**config.mk**
```make
export PLATFORM = sky130hd
export DESIGN_NAME = sram_2p_arb_ctrl
export DESIGN_NICKNAME = d
export VERILOG_FILES = /design/src/rtl/sram_2p_arb_ctrl.sv
export SDC_FILE = /design/constraint.sdc
export NUM_CORES = 1
export LEC_CHECK = 0
export CAP_MARGIN = 20
export CORE_MARGIN = 2
export CORE_UTILIZATION = 29
export DETAILED_ROUTE_END_ITERATION = 7
export PLACE_DENSITY = 0.76
export SLEW_MARGIN = 20
export SYNTH_ARGS = -nofsm -noshare
export SYNTH_HDL_FRONTEND = slang
export SYNTH_SLANG_ARGS = --single-unit
```
**constraint.sdc**
```tcl
create_clock -name clock -period 1.6 [get_ports clock]
set_clock_uncertainty 0.15 [all_clocks]
set_input_delay 0.32 -clock clock [delete_from_list [all_inputs] [get_ports clock]]
set_output_delay 0.32 -clock clock [all_outputs]
set_load 0.01 [all_outputs]
```
**src/rtl/sram_2p_arb_ctrl.sv**
```systemverilog
// Two-port SRAM controller: clears the array after reset, then arbitrates two
// write requesters round-robin onto the SRAM write port and forwards a single
// read requester to the SRAM read port with a one-cycle response.
// Optional feature macro: SRAM_ARB_BYPASS_EN -- when defined, a same-address
// write and read in one cycle return the newly written data instead of the
// old SRAM contents.
module sram_2p_arb_ctrl #(
  parameter int unsigned WIDTH = 2,
  parameter int unsigned DEPTH = 512,
  parameter int unsigned AW    = 9
) (
  input  logic             clock,
  input  logic             reset_n,
  // write requester 0
  input  logic             w0_valid,
  output logic             w0_ready,
  input  logic [AW-1:0]    w0_addr,
  input  logic [WIDTH-1:0] w0_data,
  // write requester 1
  input  logic             w1_valid,
  output logic             w1_ready,
  input  logic [AW-1:0]    w1_addr,
  input  logic [WIDTH-1:0] w1_data,
  // read request and response
  input  logic             r_valid,
  output logic             r_ready,
  input  logic [AW-1:0]    r_addr,
  output logic             rresp_valid,
  output logic [WIDTH-1:0] rresp_data,
  // status
  output logic             init_done,
  // SRAM write port
  output logic             sram_web,
  output logic [AW-1:0]    sram_aa,
  output logic [WIDTH-1:0] sram_d,
  // SRAM read port
  output logic             sram_reb,
  output logic [AW-1:0]    sram_ab,
  input  logic [WIDTH-1:0] sram_q
);

  typedef enum logic [0:0] {StInit, StRun} state_e;

  state_e          state_q, state_d;
  logic [AW-1:0]   init_cnt_q, init_cnt_d;
  logic            rr_q, rr_d;          // 0: w0 wins a tie, 1: w1 wins a tie
  logic            rresp_valid_q;

  logic             w_fire;
  logic [AW-1:0]    w_addr;
  logic [WIDTH-1:0] w_data;
  logic             r_fire;

  // State, clear counter, arbitration pointer and response-valid registers
  always_ff @(posedge clock or negedge reset_n) begin
    if (!reset_n) begin
      state_q       <= StInit;
      init_cnt_q    <= '0;
      rr_q          <= 1'b0;
      rresp_valid_q <= 1'b0;
    end else begin
      state_q       <= state_d;
      init_cnt_q    <= init_cnt_d;
      rr_q          <= rr_d;
      rresp_valid_q <= r_fire;
    end
  end

  // Next-state: walk the clear counter through every address, then run
  always_comb begin
    state_d    = state_q;
    init_cnt_d = init_cnt_q;
    rr_d       = rr_q;
    unique case (state_q)
      StInit: begin
        init_cnt_d = init_cnt_q + AW'(1);
        if (init_cnt_q == AW'(DEPTH - 1)) begin
          state_d = StRun;
        end
      end
      StRun: begin
        // Pointer moves to whichever requester lost (or was not served)
        if (w0_ready) begin
          rr_d = 1'b1;
        end else if (w1_ready) begin
          rr_d = 1'b0;
        end
      end
      default: ;
    endcase
  end

  // Outputs: clear writes in INIT, arbitrated writes and reads in RUN
  always_comb begin
    w0_ready  = 1'b0;
    w1_ready  = 1'b0;
    r_ready   = 1'b0;
    init_done = 1'b0;
    w_fire    = 1'b0;
    w_addr    = w0_addr;
    w_data    = w0_data;
    r_fire    = 1'b0;
    sram_web  = 1'b1;
    sram_aa   = init_cnt_q;
    sram_d    = '0;
    sram_reb  = 1'b1;
    sram_ab   = r_addr;
    unique case (state_q)
      StInit: begin
        // Reset parks the FSM in INIT; keep the array untouched while held
        sram_web = ~reset_n;
      end
      StRun: begin
        init_done = 1'b1;
        r_ready   = 1'b1;
        r_fire    = r_valid;
        sram_reb  = ~r_valid;
        w0_ready  = w0_valid & (~w1_valid | ~rr_q);
        w1_ready  = w1_valid & (~w0_valid | rr_q);
        w_fire    = w0_ready | w1_ready;
        if (w1_ready) begin
          w_addr = w1_addr;
          w_data = w1_data;
        end
        sram_web = ~w_fire;
        sram_aa  = w_addr;
        sram_d   = w_data;
      end
      default: ;
    endcase
  end

  assign rresp_valid = rresp_valid_q;

`ifdef SRAM_ARB_BYPASS_EN
  logic             byp_hit_q;
  logic [WIDTH-1:0] byp_data_q;

  // Capture a same-cycle write to the address being read
  always_ff @(posedge clock or negedge reset_n) begin
    if (!reset_n) begin
      byp_hit_q  <= 1'b0;
      byp_data_q <= '0;
    end else begin
      byp_hit_q <= r_fire & w_fire & (w_addr == r_addr);
      if (w_fire) begin
        byp_data_q <= w_data;
      end
    end
  end

  assign rresp_data = !rresp_valid_q ? '0 : (byp_hit_q ? byp_data_q : sram_q);
`else
  // Mask the SRAM's undefined output when no read was issued
  assign rresp_data = rresp_valid_q ? sram_q : '0;
`endif

endmodule

```
Word level (Yosys, flattened, before mapping)
Index checks and enable logic that the tools add are counted.
- add/sub/neg operators: 1
- equal/unequal tests: 1
- multiplexer cells: 15
- bitwise operators: 12
- reductions and logical operators: 2
- operator list (operator ; number):
    9-bit 2-to-1 mux ; 2
    9-bit by 1-bit adder with 9-bit output, second input constant ; 1
    9-bit equality test, second input constant ; 1
    1-bit 2-to-1 mux ; 9
    1-bit NOT ; 7
    2-bit 2-to-1 mux ; 3
    1-bit bitwise OR ; 3
    1-bit AND ; 2
    1-bit one-hot mux with 2 select lines ; 1
    2-bit AND reduction ; 1
    2-bit nonzero test ; 1
- register bits after elaboration: 12
- word-level logic and storage cells: 35

Logic depth before layout (Yosys ltp)
Gate-level depths: netlist of the first run.
- depth in word-level cells: 6
- mapped depth: 5

Worst setup path before layout of the first run
No wires, ideal clock.
- path type: reg2out
- start point: reg rr_q
- end point: out sram_aa[0]
- data arrival time: 1251 ps
- data required time: 1130 ps
- setup slack: -121 ps
- cell stages (with the launch flop): 5
- path buffers: 1
- cell sequence: dfrtp_1 nand2b_1 and3_4 buf_6 a221oi_1
- cells in the longest elaborated chain, start to end: 4
- RTL lines (item ; RTL line ; source):
    start, declared ; 46 ; logic rr_q, rr_d;
    start signal, assigned ; 64 ; rr_q <= rr_d;
    1-bit bitwise OR ; 119 ; w1_ready = w1_valid & (~w0_valid | rr_q);
    1-bit AND ; 119 ;
    9-bit 2-to-1 mux ; 121 ; if (w1_ready) begin
    9-bit 2-to-1 mux ; 108 ; unique case (state_q)
    end, declared ; 34 ; output logic [AW-1:0] sram_aa,
Every way passes these cells.

Final worst setup path of the first run
- start point: reg rr_q
- end point: out sram_aa[5]
The elaborated chain is that of the path after synthesis.

==> metrics.md, run 1 <==
| Metric | Value |
|---|---|
| Outcome | finished with violations |
| Final period util | 1.28 |
| Cts bufs inserted | 3 |
| Max-Slew Margin vs Limit | 0.852 |
| Req. time, crit path | between 1000 and 1500 ps |
| Final Max Tran Viols | 0 |
| Final Hold Viols | 0 |
| Residual DRC | 0 |
| Top sig layer | met4 |
| Predominant post-synthesis flop cell | dfrtp_1 |
| Number of setup violations in the final report | 15 |
| Clk sinks | 12 |
| IO Pins | 67 |
| Via count | 892 |
| Syn_area_per_cell | ~9.7 um2 |
| Post-DR vias/cell | 4.85 |
| Seq/Total Area, Yosys | 0.363 |
| Wire per inst | between 10 and 15 um |
| Met3 wire len | around 190 um |
| CTS tree | done |
| Tightest Pin Transition | roughly 220 ps |
| Delay-heaviest family, CP | flip-flops |
| MaxCap Viol Count | 0 |
| Post-route ant nets | 0 |
| Cells along the critical path | nand2b_4 -> and3_4 -> buf_6 -> a221o_1 -> buf_2 |
| Most common cell after layout, fill and taps aside | clkdlybuf4s50_1 |
| Die width | between 50 and 60 um |
| Violated checks | setup timing |
| WP data arrival | 1590 ps |
| Antenna diodes | 0 |
| Seq cells post-synth | 12 |
| Worst Path Buf+Inv | 2 |
| Syn. warnings | 0 |
| # H-tree levels | 1 |
| 1st-iter DRT viols | 19 |
| Initial Util | 0.303 |
| Worst setup margin | -455 ps |
| Setup CP Type | reg2out |
| Cell Pwr Density | 368 mW/mm2 |
| Max Fanout on Critical Path | 5 |
| TNS Setup | -4790 ps |
| First-pass detailed-route iteration total | 2 |
| Yosys cell types | 29 |
| Startpoint types | flop |
| CP max stage cell | dfrtp_1 |
| Routed WL | 2610 um |
| Routed wl met2 | about 1300 um |
| Layout net count | 195 |
| Worst hold path type | in2async |
| Met1 WL | about 1100 um |
| Number of global-route vias before repair | approximately 860 |
| RSZ-0062 raised after global routing | true |
| FP Rows | 19 |
| Clk_lat worst skew | roughly 270 ps |
| Die Y | between 50 and 60 um |
| Overall Power | between 0.5 and 0.6 mW |
| Area Growth Syn to Fin | 92.0% |
| First-pass GRT wire length | 4040 um |
| Commonest non-fill, non-tap cells in the layout | 26 x clkdlybuf4s50_1, 23 x buf_4, 15 x buf_6 |
| Core Area | 0.00273 mm2 |
| Die area | ~0.0033 mm2 |
| Clock root buffer master | clkbuf_4 |
| Syn Nets | around 130 |
| Mapped Cells | between 80 and 90 |
| Layout cells sized above 1 | 0.490 |
| P_leak | roughly 0.77 nW |
| Post-DP HPWL | between 1500 and 2000 um |
| Setup crit end kind | primary output |
| Port Buffers | 48 |
| Largest net degree at the start of global routing | 13 |
| Gr ovfl total | 0 |
| Initial antenna violation count | 0 |
| CTS clk-pin slew, worst paths | about 70 ps |
| Post-synth EDFFs | 0 |
| Max IR drop VDD | about 0.00037 V |
| Async SR Flop Fraction | 1.00 |
| Max Freq | approximately 500 MHz |
| Crit path time final | ~2100 ps |
| Clock Tree Buf Depth | 2 |
| Global-route usage over all layers | 0.157 |
| GPL Wtd Cong | roughly 0.70 |
| Mapped Area | between 800 and 900 um2 |
| Max incr delay on CP | 390 ps |
==> logic make-up (layout without fill, tap and decap cells) <==
logic type	Yosys count	in the layout	share of synthesized area
simple gates	29	30	0.196
buf+inv	18	85	0.143
compound gates	15	15	0.166
flops	12	12	0.363
xor+xnor	7	7	0.0740
fa+ha+maj	2	2	0.0302
mux	2	2	0.0272
==> worst register-to-register path, delay by kind of cell (launching register included) <==
family | cells | cell delay (ps)
buf+inv | 1 | 130
fa+ha+maj | 2 | 410
flops | 1 | 400
mux | 1 | 250
simple gates | 2 | 120
==> flip-flops by register name (all words and copies together), names as in the netlist <==
register / cells
rresp_valid: 1
init_cnt_q: 9
state_q: 1
rr_q: 1
==> path summary, 6_finish.rpt <==
kind | startpoint | endpoint | slack, ps | depth (start not counted)
setup / recovery | rr_q | sram_aa[5] | -460 | 5
hold reg to reg | init_cnt_q[5] | init_cnt_q[5] | 400 | 2
hold / removal | reset_n | rr_q | 260 | 2
max in group asynchronous | reset_n | state_q | 880 | 2
min in group clock | init_cnt_q[5] | init_cnt_q[5] | 400 | 2
setup reg to reg | init_cnt_q[0] | init_cnt_q[8] | 30 | 6
==> synth_stat cells (all sizes together), types with 3 or more instances <==
| library cell | n | area share |
|---|---|---|
| buf | 13 | 0.12 |
| dfrtp | 12 | 0.36 |
| a221o | 8 | 0.10 |
| nor2b | 8 | 0.060 |
| nor2 | 5 | 0.023 |
| xnor2 | 5 | 0.053 |
| inv | 4 | 0.018 |
| nand2 | 4 | 0.018 |
| nand3 | 3 | 0.018 |
==> what timing repair did <==
action,4_1_cts,5_1_grt
buffers inserted,7,1
resized for setup,105,13
hold buffers,0,0
cloned,2,0
pin swaps,6,1
endpoints found under the setup margin,21,20
endpoints found under the hold margin,0,0
==> layout make-up <==
class	count	area, um2
Fill cell	228	1140
Timing Repair Buffer	78	693
Multi-Input combinational cell	56	519
Sequential cell	12	302
Tap cell	31	38.8
Clock buffer	3	22.5
Inverter	4	15.0
==> power by group <==
part	internal, mW	total, mW	switching, mW	leakage [nW]
clock network	0.0873	0.188	0.101	0.0138
registers	0.303	0.303	0	0.146
logic	0.0649	0.0936	0.0287	0.614
==> metrics by stage <==
step | utilization | hold WS (ps) | setup WS [ps] | std cells | cell area (um2)
final | 0.582 | 256 | -455 | 184 | 1590
after global routing | 0.582 | 282 | -525 | 184 | 1590
after CTS | 0.561 | 231 | -434 | 183 | 1530
after detailed placement | 0.518 | 388 | -916 | 171 | 1420
after global placement | 0.518 | 384 | -870 | 171 | 1420
after floorplan | - | -126 | -23.6 | 85 | 842
==> layer usage <==
layer,vias up,track usage
met5,-,0
met4,0,0.0598
met3,6,0.0317
met2,41,0.271
met1,416,0.192
li1,429,-
Note: power is estimated with default switching activity, not from simulation.
==> run 2: changes to the inputs <==
--- a/config.mk
+++ b/config.mk
@@ -9,6 +9,7 @@
 export CORE_MARGIN = 2
 export CORE_UTILIZATION = 29
 export DETAILED_ROUTE_END_ITERATION = 7
+export GPL_ROUTABILITY_DRIVEN = 0
 export PLACE_DENSITY = 0.76
 export SLEW_MARGIN = 20
 export SYNTH_ARGS = -nofsm -noshare
==> results of run 2 <==
The final DEF is identical to that of run 1; final timing and power are the same.
